--- src/rtl/mem_bus_responder_pkg.sv ---
// mem_bus_responder_pkg: shared width defaults and the responder state type
package mem_bus_responder_pkg;
  localparam int WORD_SIZE_DEF = 19;
  localparam int ADDR_SIZE_DEF = 19;
  typedef enum logic [1:0] {IDLE, WAIT, RESP} resp_state_t;
endpackage

--- src/rtl/mem_bus_responder_if.sv ---
// mem_bus_responder_if: requester-side memory bus bundle with master/slave views
interface mem_bus_responder_if
  import mem_bus_responder_pkg::*;
#(
  parameter int WORD_SIZE = WORD_SIZE_DEF,
  parameter int ADDR_SIZE = ADDR_SIZE_DEF
);
  logic                 req;
  logic                 we;
  logic [ADDR_SIZE-1:0] addr;
  logic [WORD_SIZE-1:0] wdata;
  logic                 ack;
  logic [WORD_SIZE-1:0] rdata;
  logic                 busy;
  logic                 err;
  modport master (output req, we, addr, wdata, input ack, rdata, busy, err);
  modport slave (input req, we, addr, wdata, output ack, rdata, busy, err);
endinterface

--- src/rtl/mem_bus_responder_storage.sv ---
// resp_storage_ram: word array with synchronous write and combinational read, never reset
module resp_storage_ram #(
  parameter int WORD_SIZE = 19,
  parameter int DEPTH     = 256,
  parameter int IW        = 8
) (
  input  logic                 clk,
  input  logic                 we,
  input  logic [IW-1:0]        addr,
  input  logic [WORD_SIZE-1:0] wdata,
  output logic [WORD_SIZE-1:0] rdata
);
  logic [WORD_SIZE-1:0] mem [DEPTH];
  // write port: commits on the rising edge when enabled
  always_ff @(posedge clk) begin
    if (we) mem[addr] <= wdata;
  end
  assign rdata = mem[addr];
endmodule

--- src/rtl/mem_bus_responder.sv ---
// mem_bus_responder: wait-state memory responder; define MEM_RESP_ERR_EN for out-of-range error reporting
module mem_bus_responder
  import mem_bus_responder_pkg::*;
#(
  parameter int WORD_SIZE   = WORD_SIZE_DEF,
  parameter int ADDR_SIZE   = ADDR_SIZE_DEF,
  parameter int DEPTH       = 256,
  parameter int WAIT_CYCLES = 2
) (
  input logic CLK,
  input logic RESET_N,
  mem_bus_responder_if.slave bus
);
  localparam int IW = DEPTH > 1 ? $clog2(DEPTH) : 1;
  resp_state_t          state;
  logic [3:0]           cnt;
  logic                 we_q;
  logic [ADDR_SIZE-1:0] addr_q;
  logic [WORD_SIZE-1:0] wdata_q;
  logic [WORD_SIZE-1:0] ram_q;
  logic [WORD_SIZE-1:0] rdata_q;
  logic [WORD_SIZE-1:0] rd_now;
  logic                 oor;
  logic                 upd;
  logic                 ack;
  logic                 busy;
  logic [IW-1:0]        idx;
  assign idx = IW'(addr_q % ADDR_SIZE'(DEPTH));
`ifdef MEM_RESP_ERR_EN
  assign oor = addr_q >= ADDR_SIZE'(DEPTH);
`else
  assign oor = 1'b0;
`endif
  resp_storage_ram #(.WORD_SIZE(WORD_SIZE), .DEPTH(DEPTH), .IW(IW)) u_ram (
    .clk   (CLK),
    .we    (state == RESP && we_q && !oor),
    .addr  (idx),
    .wdata (wdata_q),
    .rdata (ram_q)
  );
  // rdata shows the fresh read (or zero for an out-of-range access) during RESP and the held value otherwise
  assign rd_now    = oor ? '0 : ram_q;
  assign upd       = state == RESP && (!we_q || oor);
  assign bus.rdata = upd ? rd_now : rdata_q;
  assign bus.err   = state == RESP && oor;
  assign bus.ack   = ack;
  assign bus.busy  = busy;
  // access sequencer: accept in IDLE, count wait states, pulse ack for one RESP cycle
  always_ff @(posedge CLK or negedge RESET_N) begin
    if (!RESET_N) begin
      state   <= IDLE;
      cnt     <= '0;
      ack     <= 1'b0;
      busy    <= 1'b0;
      rdata_q <= '0;
      we_q    <= 1'b0;
      addr_q  <= '0;
      wdata_q <= '0;
    end else begin
      case (state)
        IDLE: if (bus.req) begin
          we_q    <= bus.we;
          addr_q  <= bus.addr;
          wdata_q <= bus.wdata;
          busy    <= 1'b1;
          cnt     <= WAIT_CYCLES > 0 ? 4'(WAIT_CYCLES - 1) : 4'd0;
          state   <= WAIT_CYCLES > 0 ? WAIT : RESP;
          ack     <= WAIT_CYCLES == 0;
        end
        WAIT: if (cnt == 4'd0) begin
          state <= RESP;
          ack   <= 1'b1;
        end else begin
          cnt <= cnt - 4'd1;
        end
        RESP: begin
          state <= IDLE;
          ack   <= 1'b0;
          busy  <= 1'b0;
          if (upd) rdata_q <= rd_now;
        end
        default: state <= IDLE;
      endcase
    end
  end
endmodule

--- src/flat_wrapper.sv ---
// flat-port wrapper written by rule: the top's interface ports become plain ports
module mem_bus_responder_flat import mem_bus_responder_pkg::*;
#(
  parameter int WORD_SIZE   = WORD_SIZE_DEF,
  parameter int ADDR_SIZE   = ADDR_SIZE_DEF,
  parameter int DEPTH       = 256,
  parameter int WAIT_CYCLES = 2
)
  (CLK, RESET_N, bus_req, bus_we, bus_addr, bus_wdata, bus_ack, bus_rdata, bus_busy, bus_err);
  mem_bus_responder_if #(.WORD_SIZE(WORD_SIZE), .ADDR_SIZE(ADDR_SIZE)) bus_i ();
  input logic CLK;
  input logic RESET_N;
  input wire logic [$bits(bus_i.req)-1:0] bus_req;
  input wire logic [$bits(bus_i.we)-1:0] bus_we;
  input wire logic [$bits(bus_i.addr)-1:0] bus_addr;
  input wire logic [$bits(bus_i.wdata)-1:0] bus_wdata;
  output wire logic [$bits(bus_i.ack)-1:0] bus_ack;
  output wire logic [$bits(bus_i.rdata)-1:0] bus_rdata;
  output wire logic [$bits(bus_i.busy)-1:0] bus_busy;
  output wire logic [$bits(bus_i.err)-1:0] bus_err;
  assign bus_i.req = bus_req;
  assign bus_i.we = bus_we;
  assign bus_i.addr = bus_addr;
  assign bus_i.wdata = bus_wdata;
  assign bus_ack = bus_i.ack;
  assign bus_rdata = bus_i.rdata;
  assign bus_busy = bus_i.busy;
  assign bus_err = bus_i.err;
  mem_bus_responder #(.WORD_SIZE(WORD_SIZE), .ADDR_SIZE(ADDR_SIZE), .DEPTH(DEPTH), .WAIT_CYCLES(WAIT_CYCLES)) u_core (.CLK(CLK), .RESET_N(RESET_N), .bus(bus_i));
endmodule
--- config.mk ---
export PLATFORM = sky130hd
export DESIGN_NAME = mem_bus_responder_flat
export DESIGN_NICKNAME = d
export VERILOG_FILES = /design/src/rtl/mem_bus_responder_pkg.sv /design/src/rtl/mem_bus_responder_if.sv /design/src/rtl/mem_bus_responder_storage.sv /design/src/rtl/mem_bus_responder.sv /design/src/flat_wrapper.sv
export SDC_FILE = /design/constraint.sdc
export NUM_CORES = 2
export LEC_CHECK = 0
export CAP_MARGIN = 20
export CELL_PAD_IN_SITES_DETAIL_PLACEMENT = 0
export CELL_PAD_IN_SITES_GLOBAL_PLACEMENT = 1
export CORE_MARGIN = 2
export CORE_UTILIZATION = 30
export DETAILED_ROUTE_END_ITERATION = 10
export GPL_ROUTABILITY_DRIVEN = 0
export PLACE_DENSITY_LB_ADDON = 0.25
export RECOVER_POWER = 50
export SLEW_MARGIN = 30
export SYNTH_ARGS = -nofsm -noshare
export SYNTH_HDL_FRONTEND = slang
export SYNTH_MEMORY_MAX_BITS = 65536
export SYNTH_SLANG_ARGS = --single-unit
--- constraint.sdc ---
create_clock -name CLK -period 7 [get_ports CLK]
set_clock_uncertainty 0.05 [all_clocks]
set_input_delay 1.4 -clock CLK [delete_from_list [all_inputs] [get_ports CLK]]
set_output_delay 1.4 -clock CLK [all_outputs]
set_load 0.005 [all_outputs]
* After elaboration in Yosys (flattened, before gate mapping)
Memory sizes are Yosys's and may differ from the RTL's. Index checks and enable logic that the tools add are counted.
Cells by class: eq/ne operators 5, $add $sub $neg 1, muxes and demuxes 14, reductions and logical operators 13
Operators by type and width (number):
- $mux 19 | 1
- $mux 4 | 2
- $pmux 4 s2 | 1
- $reduce_and 2->1 | 3
- $reduce_and 3->1 | 2
- $mux 1 | 5
- $logic_not 4->1 | 1
- $mux 2 | 2
- $ne 2x2->1 const B | 2
- $pmux 2 s2 | 1
- $reduce_bool 2->1 | 2
- $sub 4x1->4 const B | 1
- $pmux 1 s3 | 1
- $reduce_bool 3->1 | 1
- $eq 2x1->1 const B | 1
- $eq 2x2->1 const B | 1
- $logic_and 1x1->1 | 2
- $logic_not 2->1 | 1
- $ne 2x1->1 const B | 1
- $pmux 1 s2 | 1
- $logic_not 1->1 | 1
Storage, ports and cells: bits in registers 55, output and inout bits 22, memories 1, RAM bits 4864, bits of input ports 42
Memories:
- u_core.u_ram.mem | words 256, width 19, rd ports 1, clocked after memory_dff 0, write ports 1, RTL line mem_bus_responder_storage.sv:13 | logic [WORD_SIZE-1:0] mem [DEPTH];

* Longest topological paths before layout
depth in word-level cells 4, gate-level depth with buffers 14

* By module
From an unflattened synthesis, not the netlist that was laid out.
Second synthesis, totals: cells, all modules 8060, area total of the unflattened synthesis 186266.1 um^2
Modules (own cells, without submodules):
- resp_storage_ram | cells an instance 7899, area each 183850.1 um^2, instances 1, seq. area each 146060.1 um^2
- mem_bus_responder | cells an instance 161, area each 2416.1 um^2, instances 1, seq. area each 1376.3 um^2

* Worst setup path after synthesis
No wires, ideal clock.
path type reg2reg, from register u_core.addr_q[1], to memory u_core.u_ram.mem[145][0] (enable), buffers on the path 7, data required time 6506 ps, path slack 2834 ps, stages on the path, launching flop included 11, library setup time 444 ps, arrival 3672 ps, cells stage by stage dfrtp_1 -> buf_6 -> buf_6 -> buf_12 -> buf_12 -> inv_4 -> buf_4 -> buf_2 -> nand2_1 -> clkbuf_1 -> nor4_1
RTL lines:
- start, declared | RTL line mem_bus_responder.sv:18 | logic [ADDR_SIZE-1:0] addr_q;
- start signal, assigned | RTL line mem_bus_responder.sv:63 | addr_q <= bus.addr;
- end, declared | RTL line mem_bus_responder_storage.sv:13
No word-level cell before the write port.

* Worst setup path in the final report
from register u_core.addr_q[1], to output port bus_rdata[3]
On the way: word-level cells in the longest chain between the ends 2
Ends and longest elaborated chain:
- $mem_v2 256x19
- $mux 19 | RTL line mem_bus_responder.sv:44 | assign bus.rdata = upd ? rd_now : rdata_q;
- end, declared | RTL line flat_wrapper.sv:18 | output wire logic [$bits(bus_i.rdata)-1:0] bus_rdata;
Every way passes these cells.

==> run metrics <==
Crit Path Max Fanout=20; critical path type=reg2out; Routed WL=573000 um; # rows=292; Slew Viols, Final=4447; critical-path cell list=buf_12, buf_12, inv_8, buf_12, mux2i_1, a22oi_1, nand2_1, a211o_1, nor3_1, buf_4, o22a_1, buf_12, clkdlybuf4s50_1; area of the multi-input gates=40400 um^2; Starting Density=0.301; Bufs on Longest Clock Path=4; Vias=92.8k; slowest CP cell=a22oi_1; register bit total from synthesis=4919; critical path's top delay family=buffers and inverters; share of cells above drive strength 1=0.299; CTS Sinks=4919; cell area after synthesis=190000 um^2; Worst path max stage delay=670 ps; ys flop type=edfxtp_1; Netlist cell types=72; Final Hold Vio Count=0; H-tree depth=6; drt drc=0; RSZ-0062 raised after global routing=no; CTS tree=done; Seq. cell area=147000 um^2; width of the die=799 um; total negative setup slack=0 ps; period utilization=0.990; number of global-route vias before repair=94.5k; die height=799 um; CTS buffer count=534; global-route usage over all layers=0.174; fmax=144 MHz; largest net degree at the start of global routing=193; core area=631000 um^2; I/O Buffers=51; Hold Crit Class=in2async; Most common cell on crit path=buf_12; Detail Route Antenna Nets=0; Max-Cap Viols=59; initial antenna violation count=30; fin worst setup slack=70.2 ps; Area Overhead vs Synth=16.8%; sequential share of the synthesized area=0.777; Worst-Skew Late Latency=1080 ps; Power Density=429 nW/um^2; Slew headroom=-2.07; failing checks=capacitance limit, slew limit; post-DP HPWL=344000 um; number of synthesized flops with an enable pin=4864; drt via density=5.13; Gate Count Post-Synth=8528; Lkg Pwr=68.7 nW; Clk pin slew, worst setup/hold paths=60 ps; Critical Path End Type=output pin; Final setup viols=0; nets=9337; Mean Syn Cell Area=22.3 um^2; CTS root buffer=clkbuf_16; Arrival @ worst endpoint=5480 ps; status=finished, violations left; VDD IR-drop max=0.334 mV; FFs w/ async S/R, synth=0.0112; I/O pins=64; Final min period=6930 ps; Layout fillers=58.4k; Yosys warning count=0; Required @ worst endpoint=5550 ps; Avg WL per Cell=31.7 um; gr ovfl total=0; Worst-Margin Slew=4610 ps; CP Launch Type=flip-flop; cts hold-fix bufs=0; first-pass iteration count of the detailed router=5; final core occ=0.351; die area=639000 um^2; Initial DRC Count=9426; WP buf/inv=7; Post-Syn Nets=8571; pre-CTS WS=512 ps; first-pass GRT wire length=783000 um
## cell type report
class	count	share of cell area
clock inverters	253	0.0106
clock buffers	690	0.0645
repair buffers	738	0.0300
multi-input cells	3091	0.182
well taps	8379	0.0473
inverters	10	0.000327
flip-flops and latches	4919	0.665
diodes	19	0.000214
## synthesized netlist by cell type (5+ instances only)
cell type | count | area (um^2)
a41oi_1 | 9 | 78.8
buf_1 | 28 | 105
mux4_2 | 1159 | 26100
nor2_1 | 296 | 1110
nand2b_1 | 7 | 43.8
buf_2 | 141 | 706
mux2i_1 | 459 | 4590
dfrtp_1 | 55 | 1380
a2111oi_0 | 7 | 61.3
a211o_1 | 10 | 87.6
nand3_1 | 78 | 390
mux2_2 | 44 | 495
buf_4 | 124 | 931
a221oi_1 | 7 | 61.3
nand4_1 | 20 | 125
o21bai_1 | 7 | 52.6
and3_1 | 8 | 50.1
a311oi_1 | 13 | 114
o211ai_1 | 25 | 188
o31ai_1 | 7 | 52.6
a21oi_1 | 87 | 435
clkbuf_1 | 138 | 518
nor2b_1 | 15 | 93.8
o221ai_1 | 8 | 70.1
a31oi_1 | 17 | 106
nor4_1 | 10 | 62.6
or3_1 | 7 | 43.8
o22a_1 | 18 | 158
nor3_1 | 52 | 260
o22ai_1 | 53 | 332
mux4_1 | 5 | 131
buf_6 | 71 | 800
a22oi_1 | 160 | 1200
a32oi_1 | 84 | 736
o21ai_0 | 67 | 335
a211oi_1 | 17 | 128
nand2_1 | 287 | 1080
inv_1 | 6 | 22.5
edfxtp_1 | 4864 | 146000
## cells by family (layout without fill, tap and decap cells)
| logic type | after synthesis | after routing | share of synthesized area |
|---|---|---|---|
| adder cells (fa/ha/maj) | 1 | 1 | 0.0000659 |
| multiplexers | 1667 | 1667 | 0.165 |
| AND/OR/NAND/NOR | 795 | 795 | 0.0178 |
| AO/OA/AOI/OAI | 625 | 625 | 0.0234 |
| XOR/XNOR | 2 | 2 | 0.0000923 |
| flip-flops | 4919 | 4919 | 0.777 |
| other | 1 | 20 | 0.0000198 |
| buffers and inverters | 518 | 1691 | 0.0169 |
## report_power, final
group / total, mW / leakage [nW] / switching (mW) / internal, mW
Sequential: 38.9 / 44.4 / 1.13 / 37.7
Clock: 27.2 / 8.10 / 11.7 / 15.5
Combinational: 29.1 / 16.2 / 19.1 / 9.99
Total: 95.2 / 68.7 / 31.9 / 63.2
## what timing repair did
item | 4_1_cts | 5_1_grt
resized for setup | 51 | 4
setup buffers | 26 | 0
gates cloned | 1 | 1
hold endpoints to repair | 0 | 0
pin swaps | 1 | 0
setup endpoints to repair | 19 | 4
## per-layer routing
layer  global-route usage  up-vias  wire, um
met5                    0        -        12
met4               0.0479        2     17000
met3               0.0232      692     31300
met2                0.291     3060    280000
met1                0.240    51400    245000
li1                     -    37700         -
## metrics by stage
step           area (um^2)  cells  hold slack, ps  power (mW)
3_5_place_dp        205000  17100             440        68.1
5_1_grt             222000  18100             271        98.4
2_1_floorplan       190000   8528             413        55.2
4_1_cts             222000  18100            28.0        95.6
6_report            222000  18100             267        95.2
3_3_place_gp        205000  17100             442        67.5
## cells in the final DEF, fill, tap and decap left out, types with 19 or more instances in the layout
cell type / Yosys / routed
edfxtp_1: 4864 / 4864
nand2_1: 287 / 273
nor3_2: 1 / 27
o22ai_1: 53 / 52
mux2i_1: 459 / 454
nor3_1: 52 / 26
buf_4: 124 / 548
o21ai_0: 67 / 65
clkbuf_16: 0 / 549
a32oi_1: 84 / 78
dfrtp_1: 55 / 47
bufinv_16: 0 / 26
o211ai_1: 25 / 25
diode_2: 0 / 19
nor2_1: 296 / 63
a22oi_1: 160 / 153
clkdlybuf4s50_1: 0 / 45
nand3_1: 78 / 74
nor2_4: 0 / 38
mux2_2: 44 / 44
nor2_2: 0 / 195
clkinv_1: 2 / 105
mux4_2: 1159 / 1159
clkbuf_1: 138 / 175
nand4_1: 20 / 20
clkinv_2: 0 / 64
a21oi_1: 87 / 83
buf_12: 3 / 71
## flip-flops by register name, indices dropped and copies added, names as in the netlist
| register | cells |
|---|---|
| u_core.addr_q | 8 |
| u_core.bus.ack | 1 |
| u_core.bus.busy | 1 |
| u_core.cnt | 4 |
| u_core.rdata_q | 19 |
| u_core.state | 2 |
| u_core.u_ram.mem | 4864 |
| u_core.wdata_q | 19 |
| u_core.we_q | 1 |
## final timing paths
check / endpoint / cells past startpoint / start / slack [ps]
max in group asynchronous: u_core.addr_q[2] / 2 / RESET_N / 1950
min in group CLK: u_core.cnt[0] / 1 / u_core.cnt[0] / 450
worst max-delay path: bus_rdata[3] / 13 / u_core.addr_q[1] / 70
worst min register to register: u_core.cnt[0] / 1 / u_core.cnt[0] / 450
worst max register to register: u_core.u_ram.mem[86][17] / 2 / u_core.wdata_q[17] / 410
worst min-delay path: u_core.wdata_q[10] / 1 / RESET_N / 270
Note: power is estimated with default switching activity, not from simulation.
